File: src/rtl/uart_tx_arbiter.sv
// Round-robin, packet-locked arbiter that shares one uart_tx between the echo path (req0)
// and the result printer (req1); issues the single-cycle tx_start launch pulse.
module uart_tx_arbiter #(
  parameter int unsigned TIMEOUT_CYCLES = 125000,
  parameter int unsigned ACK_WAIT       = 4
) (
  input  logic       clk,
  input  logic       rst_n,
  input  logic [7:0] req0_data,
  input  logic       req0_valid,
  input  logic       req0_last,
  output logic       req0_ready,
  input  logic [7:0] req1_data,
  input  logic       req1_valid,
  input  logic       req1_last,
  output logic       req1_ready,
  output logic [7:0] tx_data,
  output logic       tx_start,
  input  logic       tx_busy,
  output logic [1:0] grant,
  output logic       timeout_err
);

  localparam int unsigned CNT_W = (TIMEOUT_CYCLES > 2) ? $clog2(TIMEOUT_CYCLES) : 1;
  localparam int unsigned ACK_W = (ACK_WAIT > 1) ? $clog2(ACK_WAIT) : 1;
  localparam logic [CNT_W-1:0] CNT_MAX = CNT_W'(TIMEOUT_CYCLES - 1);
  localparam logic [ACK_W-1:0] ACK_MAX = ACK_W'(ACK_WAIT - 1);

  typedef enum logic [2:0] {IDLE, ISSUE, WAIT_ACK, WAIT_DONE, POST} state_t;

  state_t           state, state_nxt;
  logic [1:0]       grant_nxt;
  logic [7:0]       tx_data_nxt;
  logic             tx_start_nxt, timeout_err_nxt;
  logic             last_q, last_q_nxt;
  logic             rr_ptr, rr_ptr_nxt;
  logic [CNT_W-1:0] idle_cnt, idle_cnt_nxt;
  logic [ACK_W-1:0] ack_cnt, ack_cnt_nxt;
  logic             hs;
  logic [7:0]       own_data;
  logic             own_last;

  // Only the owner sees ready, and only while uart_tx can take a byte
  assign req0_ready = (state == ISSUE) && grant[0] && !tx_busy;
  assign req1_ready = (state == ISSUE) && grant[1] && !tx_busy;
  assign hs         = (req0_valid && req0_ready) || (req1_valid && req1_ready);
  assign own_data   = grant[1] ? req1_data : req0_data;
  assign own_last   = grant[1] ? req1_last : req0_last;

  always_ff @(posedge clk or negedge rst_n) begin
    if (!rst_n) begin
      state       <= IDLE;
      grant       <= 2'b00;
      tx_data     <= 8'h00;
      tx_start    <= 1'b0;
      timeout_err <= 1'b0;
      last_q      <= 1'b0;
      rr_ptr      <= 1'b0;
      idle_cnt    <= '0;
      ack_cnt     <= '0;
    end else begin
      state       <= state_nxt;
      grant       <= grant_nxt;
      tx_data     <= tx_data_nxt;
      tx_start    <= tx_start_nxt;
      timeout_err <= timeout_err_nxt;
      last_q      <= last_q_nxt;
      rr_ptr      <= rr_ptr_nxt;
      idle_cnt    <= idle_cnt_nxt;
      ack_cnt     <= ack_cnt_nxt;
    end
  end

  always_comb begin
    state_nxt       = state;
    grant_nxt       = grant;
    tx_data_nxt     = tx_data;
    tx_start_nxt    = 1'b0;
    timeout_err_nxt = 1'b0;
    last_q_nxt      = last_q;
    rr_ptr_nxt      = rr_ptr;
    idle_cnt_nxt    = idle_cnt;
    ack_cnt_nxt     = ack_cnt;
    case (state)
      IDLE: begin
        grant_nxt    = 2'b00;
        idle_cnt_nxt = '0;
        if (req0_valid && req1_valid) grant_nxt = rr_ptr ? 2'b10 : 2'b01;
        else if (req0_valid)          grant_nxt = 2'b01;
        else if (req1_valid)          grant_nxt = 2'b10;
        if (req0_valid || req1_valid) state_nxt = ISSUE;
      end
      ISSUE: begin
        if (hs) begin
          tx_data_nxt  = own_data;
          last_q_nxt   = own_last;
          tx_start_nxt = 1'b1;
          ack_cnt_nxt  = '0;
          state_nxt    = WAIT_ACK;
        end else if (idle_cnt == CNT_MAX) begin
          // Owner stalled too long: drop the lock and favour the other side
          timeout_err_nxt = 1'b1;
          grant_nxt       = 2'b00;
          rr_ptr_nxt      = ~grant[1];
          state_nxt       = IDLE;
        end else begin
          idle_cnt_nxt = idle_cnt + CNT_W'(1);
        end
      end
      WAIT_ACK: begin
        if (tx_busy)                 state_nxt = WAIT_DONE;
        else if (ack_cnt == ACK_MAX) state_nxt = POST;
        else                         ack_cnt_nxt = ack_cnt + ACK_W'(1);
      end
      WAIT_DONE: begin
        if (!tx_busy) state_nxt = POST;
      end
      POST: begin
        if (last_q) begin
          grant_nxt  = 2'b00;
          rr_ptr_nxt = ~grant[1];
          state_nxt  = IDLE;
        end else begin
          idle_cnt_nxt = '0;
          state_nxt    = ISSUE;
        end
      end
      default: state_nxt = IDLE;
    endcase
  end

endmodule

File: config.mk
export PLATFORM = sky130hd
export DESIGN_NAME = uart_tx_arbiter
export DESIGN_NICKNAME = d
export VERILOG_FILES = /design/src/rtl/uart_tx_arbiter.sv
export SDC_FILE = /design/constraint.sdc
export NUM_CORES = 1
export LEC_CHECK = 0
export CAP_MARGIN = 20
export CORE_MARGIN = 5
export CORE_UTILIZATION = 46
export DETAILED_ROUTE_END_ITERATION = 6
export DONT_BUFFER_PORTS = 1
export PLACE_DENSITY = 0.67
export SETUP_SLACK_MARGIN = 0.15
export SLEW_MARGIN = 0
export SYNTH_ARGS = -nofsm -noshare
export SYNTH_HDL_FRONTEND = slang
export SYNTH_SLANG_ARGS = --single-unit
File: constraint.sdc
create_clock -name clk -period 4.6 [get_ports clk]
set_input_delay 0.23 -clock clk [delete_from_list [all_inputs] [get_ports clk]]
set_output_delay 0.23 -clock clk [all_outputs]
set_load 0.01 [all_outputs]
== Word-level counts from Yosys, hierarchy flattened ==
Cells that the tools add are included.

* Bitwise logic cells: 1
* Muxes and demuxes: 35
* Reduce and logical (&&, ||, !) cells: 20
* Equality and inequality tests: 18
* Multiply operators: 0
* Divide/modulo/power cells: 0
* $add $sub $neg: 2
* Order comparisons: 0
* Shift operators: 0

{| class="wikitable"
|+ Operators by type and width
! cell !! count
|-
| $mux W17 || 3
|-
| $pmux W17 S3 || 1
|-
| $mux W2 || 10
|-
| $reduce_and A4 Y1 || 5
|-
| $mux W3 || 6
|-
| $ne A2 B2 Y1 const B || 9
|-
| $add A17 B1 Y17 const B || 1
|-
| $eq A17 B17 Y1 const B || 1
|-
| $pmux W3 S5 || 1
|-
| $mux W1 || 10
|-
| $mux W8 || 1
|-
| $logic_and A1 B1 Y1 || 7
|-
| $eq A3 B2 Y1 const B || 2
|-
| $pmux W2 S3 || 1
|-
| $pmux W2 S2 || 1
|-
| $reduce_bool A2 Y1 || 2
|-
| $eq A3 B1 Y1 const B || 1
|-
| $eq A3 B3 Y1 const B || 1
|-
| $logic_not A3 Y1 || 1
|-
| $ne A3 B2 Y1 const B || 1
|-
| $ne A3 B3 Y1 const B || 1
|-
| $reduce_bool A3 Y1 || 1
|-
| $add A2 B1 Y2 const B || 1
|-
| $eq A2 B2 Y1 const B || 1
|-
| 6 further kinds || 7
|}

* RAM bits: 0
* Memories: 0
* Register bits after elaboration: 36
* Output and inout port bits: 14
* Bits in read-only memories: 0
* Bits in latches: 0

== Longest topological paths before layout ==
* Word-level depth: 7
* Gate-level depth with buffers: 7

== Least setup slack after synthesis ==
No wires, ideal clock.

* Kind: register to register
* Start point: register idle_cnt[0]
* End point: register rr_ptr
* Required time: 4.521 ns
* Arrival time: 1.797 ns
* Setup time: 0.079 ns
* Slack: 2.724 ns
* Cell stages (with the launch flop): 7
* Clock period less this slack: 1.876 ns
* Path through: dfrtp_1 ha_1 and4_1 nand4_2 or4b_1 a21oi_2 mux2i_1

* Longest elaborated chain between the ends: 3

{| class="wikitable"
|+ Ends and longest elaborated chain
! item !! line !! source
|-
| start: declaration || 37 || <nowiki>logic [CNT_W-1:0] idle_cnt, idle_cnt_nxt;</nowiki>
|-
| start signal: assignment || 69 || <nowiki>idle_cnt <= idle_cnt_nxt;</nowiki>
|-
| $eq A17 B17 Y1 || 100 || <nowiki>end else if (idle_cnt == CNT_MAX) begin</nowiki>
|-
| $ne A2 B1 Y1 (no source line) || -- ||
|-
| $reduce_and A4 Y1 (no source line) || -- ||
|-
| end signal: assignment || 68 || <nowiki>rr_ptr <= rr_ptr_nxt;</nowiki>
|-
| end: declaration || 36 || <nowiki>logic rr_ptr, rr_ptr_nxt;</nowiki>
|}

Every way passes these cells.
A chain may end at the register's enable or synchronous reset.

== Final worst setup path ==
Same ends and word-level chain as after synthesis.

==> summary.txt <==
Status - complete, no violations
Row cnt - 24
Via density - 6.23
Cell count after synthesis - 223
Total I/O pin count - 37
Mapped Nets - 248
# port buffers - 0
DR WL met3 - 323 µm
Die width - 76.9 µm
Post-CTS setup repair buffer count - 0
Antenna Diode Count - 0
FILL cells - 394
Largest stage delay on the critical path - 540 ps
Die height - 76.9 µm
First-pass detailed-route iteration total - 4
Crit end category - register
Wire per inst - 16.4 µm
Peak Freq - 461 MHz
CP bufs+invs - 0
Final nets - 243
Number of gates resized after cts - 0
Core footprint - 4350 µm²
Sum Neg Setup Slack - 0 ps
Tot GR Track Use - 16.3%
Synthesized area per cell - 9.22 µm²
Crit path kind - register to register
Share of the synthesized area in the top cell type - 43.8%
Predominant post-synthesis flop cell - dfrtp_1
Worst endpoint required time - 4800 ps
H-tree depth - 2
Hold buffer count at cts - 2
Routed wire length - 4.45 mm
Inst Count DP - 261
Power Density - 546 nW/µm²
Hold Path Class - input port to register
GRT overflow - 0
Post-DRT Antenna Nets - 0
Max VDD drop - 0.272 mV
Yosys cell types - 46
Sink Count - 36
First-pass GRT wire length - 7.97 mm
Largest net degree at the start of global routing - 37
Met1 wire length - 2.03 mm
Via count - 1687
Max clock buf depth - 2
RePlAce Congestion - 0.783
Post-synthesis async set-or-reset flop share - 100%
Seq/Total Area, Yosys - 43.8%
Post-synth design cell area - 2060 µm²
Cts bufs inserted - 5
Synthesis-to-layout area growth - 5.66%
Worst relative slew slack - 49.0%
Worst-path fanout max - 6
Register bit total from synthesis - 36
Pwr Total - 0.00119 W
Synth Warn # - 0
TritonCTS clock tree - done
Critical path, cell by cell - ha_1 -> and4_1 -> nand4_2 -> or4b_1 -> a21oi_2 -> mux2i_1
Fin crit period - 2170 ps
Hpwl dp - 3.12 mm
CP arrival - 2370 ps
Hold path start - req0_data[7]
Final setup skew - 5.61 ps
CP delay by family, top - simple AND/OR/NAND/NOR gates
Die ar. - 5910 µm²
Post-Layout Cell Count - 271
Worst-path clk slew - 80 ps
Final worst-path cycle share - 47.2%
EDFF count, synth - 0
Reg2reg start - idle_cnt[0]$_DFFE_PN0P_
DRC - 0
Pleak - 0.906 nW
DR iter-0 viols - 109
Root Driver - clkbuf_8
Leading post-synthesis cells by cell area - dfrtp_1 (44%), o21ai_0 (6.8%), mux2i_1 (5.8%)
Startpoint types - register
Initial core utilization - 47.2%
Max Cap Viol - 0
Post-synth top area cell - dfrtp_1
Transition time of the tightest slew-check pin - 760 ps
Final Hold Fails - 0
Share of cells above drive strength 1 - 9.13%
Initial antenna violation count - 0
Top Layer Used - met4
Final setup fails - 0
Vias in the first global route - 1716
Later-pin clock latency in the skew report - 290 ps
Final Max Tran Viols - 0
CP max-delay cell - or4b_1
Met2 routed WL - 2.04 mm
RSZ-0062 raised after global routing - false
Worst Setup SP - idle_cnt[0]$_DFFE_PN0P_
[logic make-up after synthesis]
family                   synth area share [%]
AO/OA/AOI/OAI                            22.1
adder cells (fa/ha/maj)                  1.22
buffers and inverters                    5.66
flip-flops                               43.8
multiplexers                             5.84
AND/OR/NAND/NOR                          21.3
[worst reg2reg max path, stage by stage (launching register included)]
cell and delay (ps):
dfrtp_1 430, ha_1 290, and4_1 250, nand4_2 210, or4b_1 540, a21oi_2 170
mux2i_1 200
[synthesized netlist by cell type (3+ instances only)]
master / n
nor2_1: 12
o21ai_0: 28
o31ai_1: 5
nand3_1: 11
o211ai_1: 3
inv_1: 3
dfrtp_1: 36
a21oi_1: 11
nand2_1: 29
a31oi_1: 10
a22o_1: 3
mux2i_1: 12
buf_6: 4
clkbuf_1: 6
and3_1: 3
nand4_1: 3
nor3_1: 5
[path summary, 6_finish.rpt]
kind,slack (ps),to,depth (start not counted)
max in group asynchronous,3980,state[1]$_DFFE_PN0P_,2
worst max register to register,2430,rr_ptr$_DFFE_PN0P_,6
worst max-delay path,2430,rr_ptr$_DFFE_PN0P_,6
worst min register to register,480,idle_cnt[16]$_DFFE_PN0P_,1
worst min-delay path,140,tx_data[7]$_DFFE_PN0P_,2
min in group asynchronous,420,idle_cnt[6]$_DFFE_PN0P_,2
[layer usage]
layer | vias up | global-route usage, %
met4 | 0 | 7.87
li1 | 820 | -
met3 | 4 | 4.33
met2 | 57 | 25.0
met1 | 806 | 21.2
met5 | - | 0
[layout by cell type, fill, tap and decap left out, types with 2 or more instances in the layout]
cell type	count
buf_4	2
a22oi_1	2
nand4_1	3
nor2_1	12
o21ai_0	28
and3_1	3
a21oi_1	11
mux2i_1	12
a221oi_1	2
nand3b_1	2
inv_1	3
clkbuf_8	5
and4bb_2	2
dfrtp_1	36
a31oi_1	10
a21boi_0	2
o31ai_1	5
or3_1	2
nand3_1	11
nor3_1	5
ha_1	2
a22o_1	3
o211ai_1	3
nand2_1	29
nor3b_1	2
[layout make-up]
class	count	area (µm²)	area share (%)
clock inverters	3	42.5	1.96
inverters	3	11.3	0.518
well taps	52	65.1	2.99
clock buffers	5	68.8	3.17
multi-input cells	168	1040	47.8
repair buffers	4	45.0	2.07
flip-flops and latches	36	901	41.5
[registers in the layout, indices dropped and copies added, names as in the netlist]
| name | cells |
|---|---|
| ack_cnt | 2 |
| grant | 2 |
| idle_cnt | 17 |
| last_q | 1 |
| rr_ptr | 1 |
| state | 3 |
| timeout_err | 1 |
| tx_data | 8 |
| tx_start | 1 |
[power by group]
part | total (W) | internal, W | leakage (nW) | switching (W)
clock network | 0.000279 | 0.000160 | 0.0541 | 0.000119
logic | 0.000381 | 0.000160 | 0.377 | 0.000220
registers | 0.000528 | 0.000393 | 0.475 | 0.000135
[through the flow]
stage	instance area [µm²]	worst slack [ps]	util [%]	hold slack, ps
3_5_place_dp	2030	2380	46.7	-64.4
5_1_grt	2170	2110	49.9	157
4_1_cts	2170	2390	49.9	132
6_report	2170	2430	49.9	141
2_1_floorplan	2060	2720	-	-65.6
3_3_place_gp	2030	2430	46.7	-64.3
Note: power is estimated with default switching activity, not from simulation.
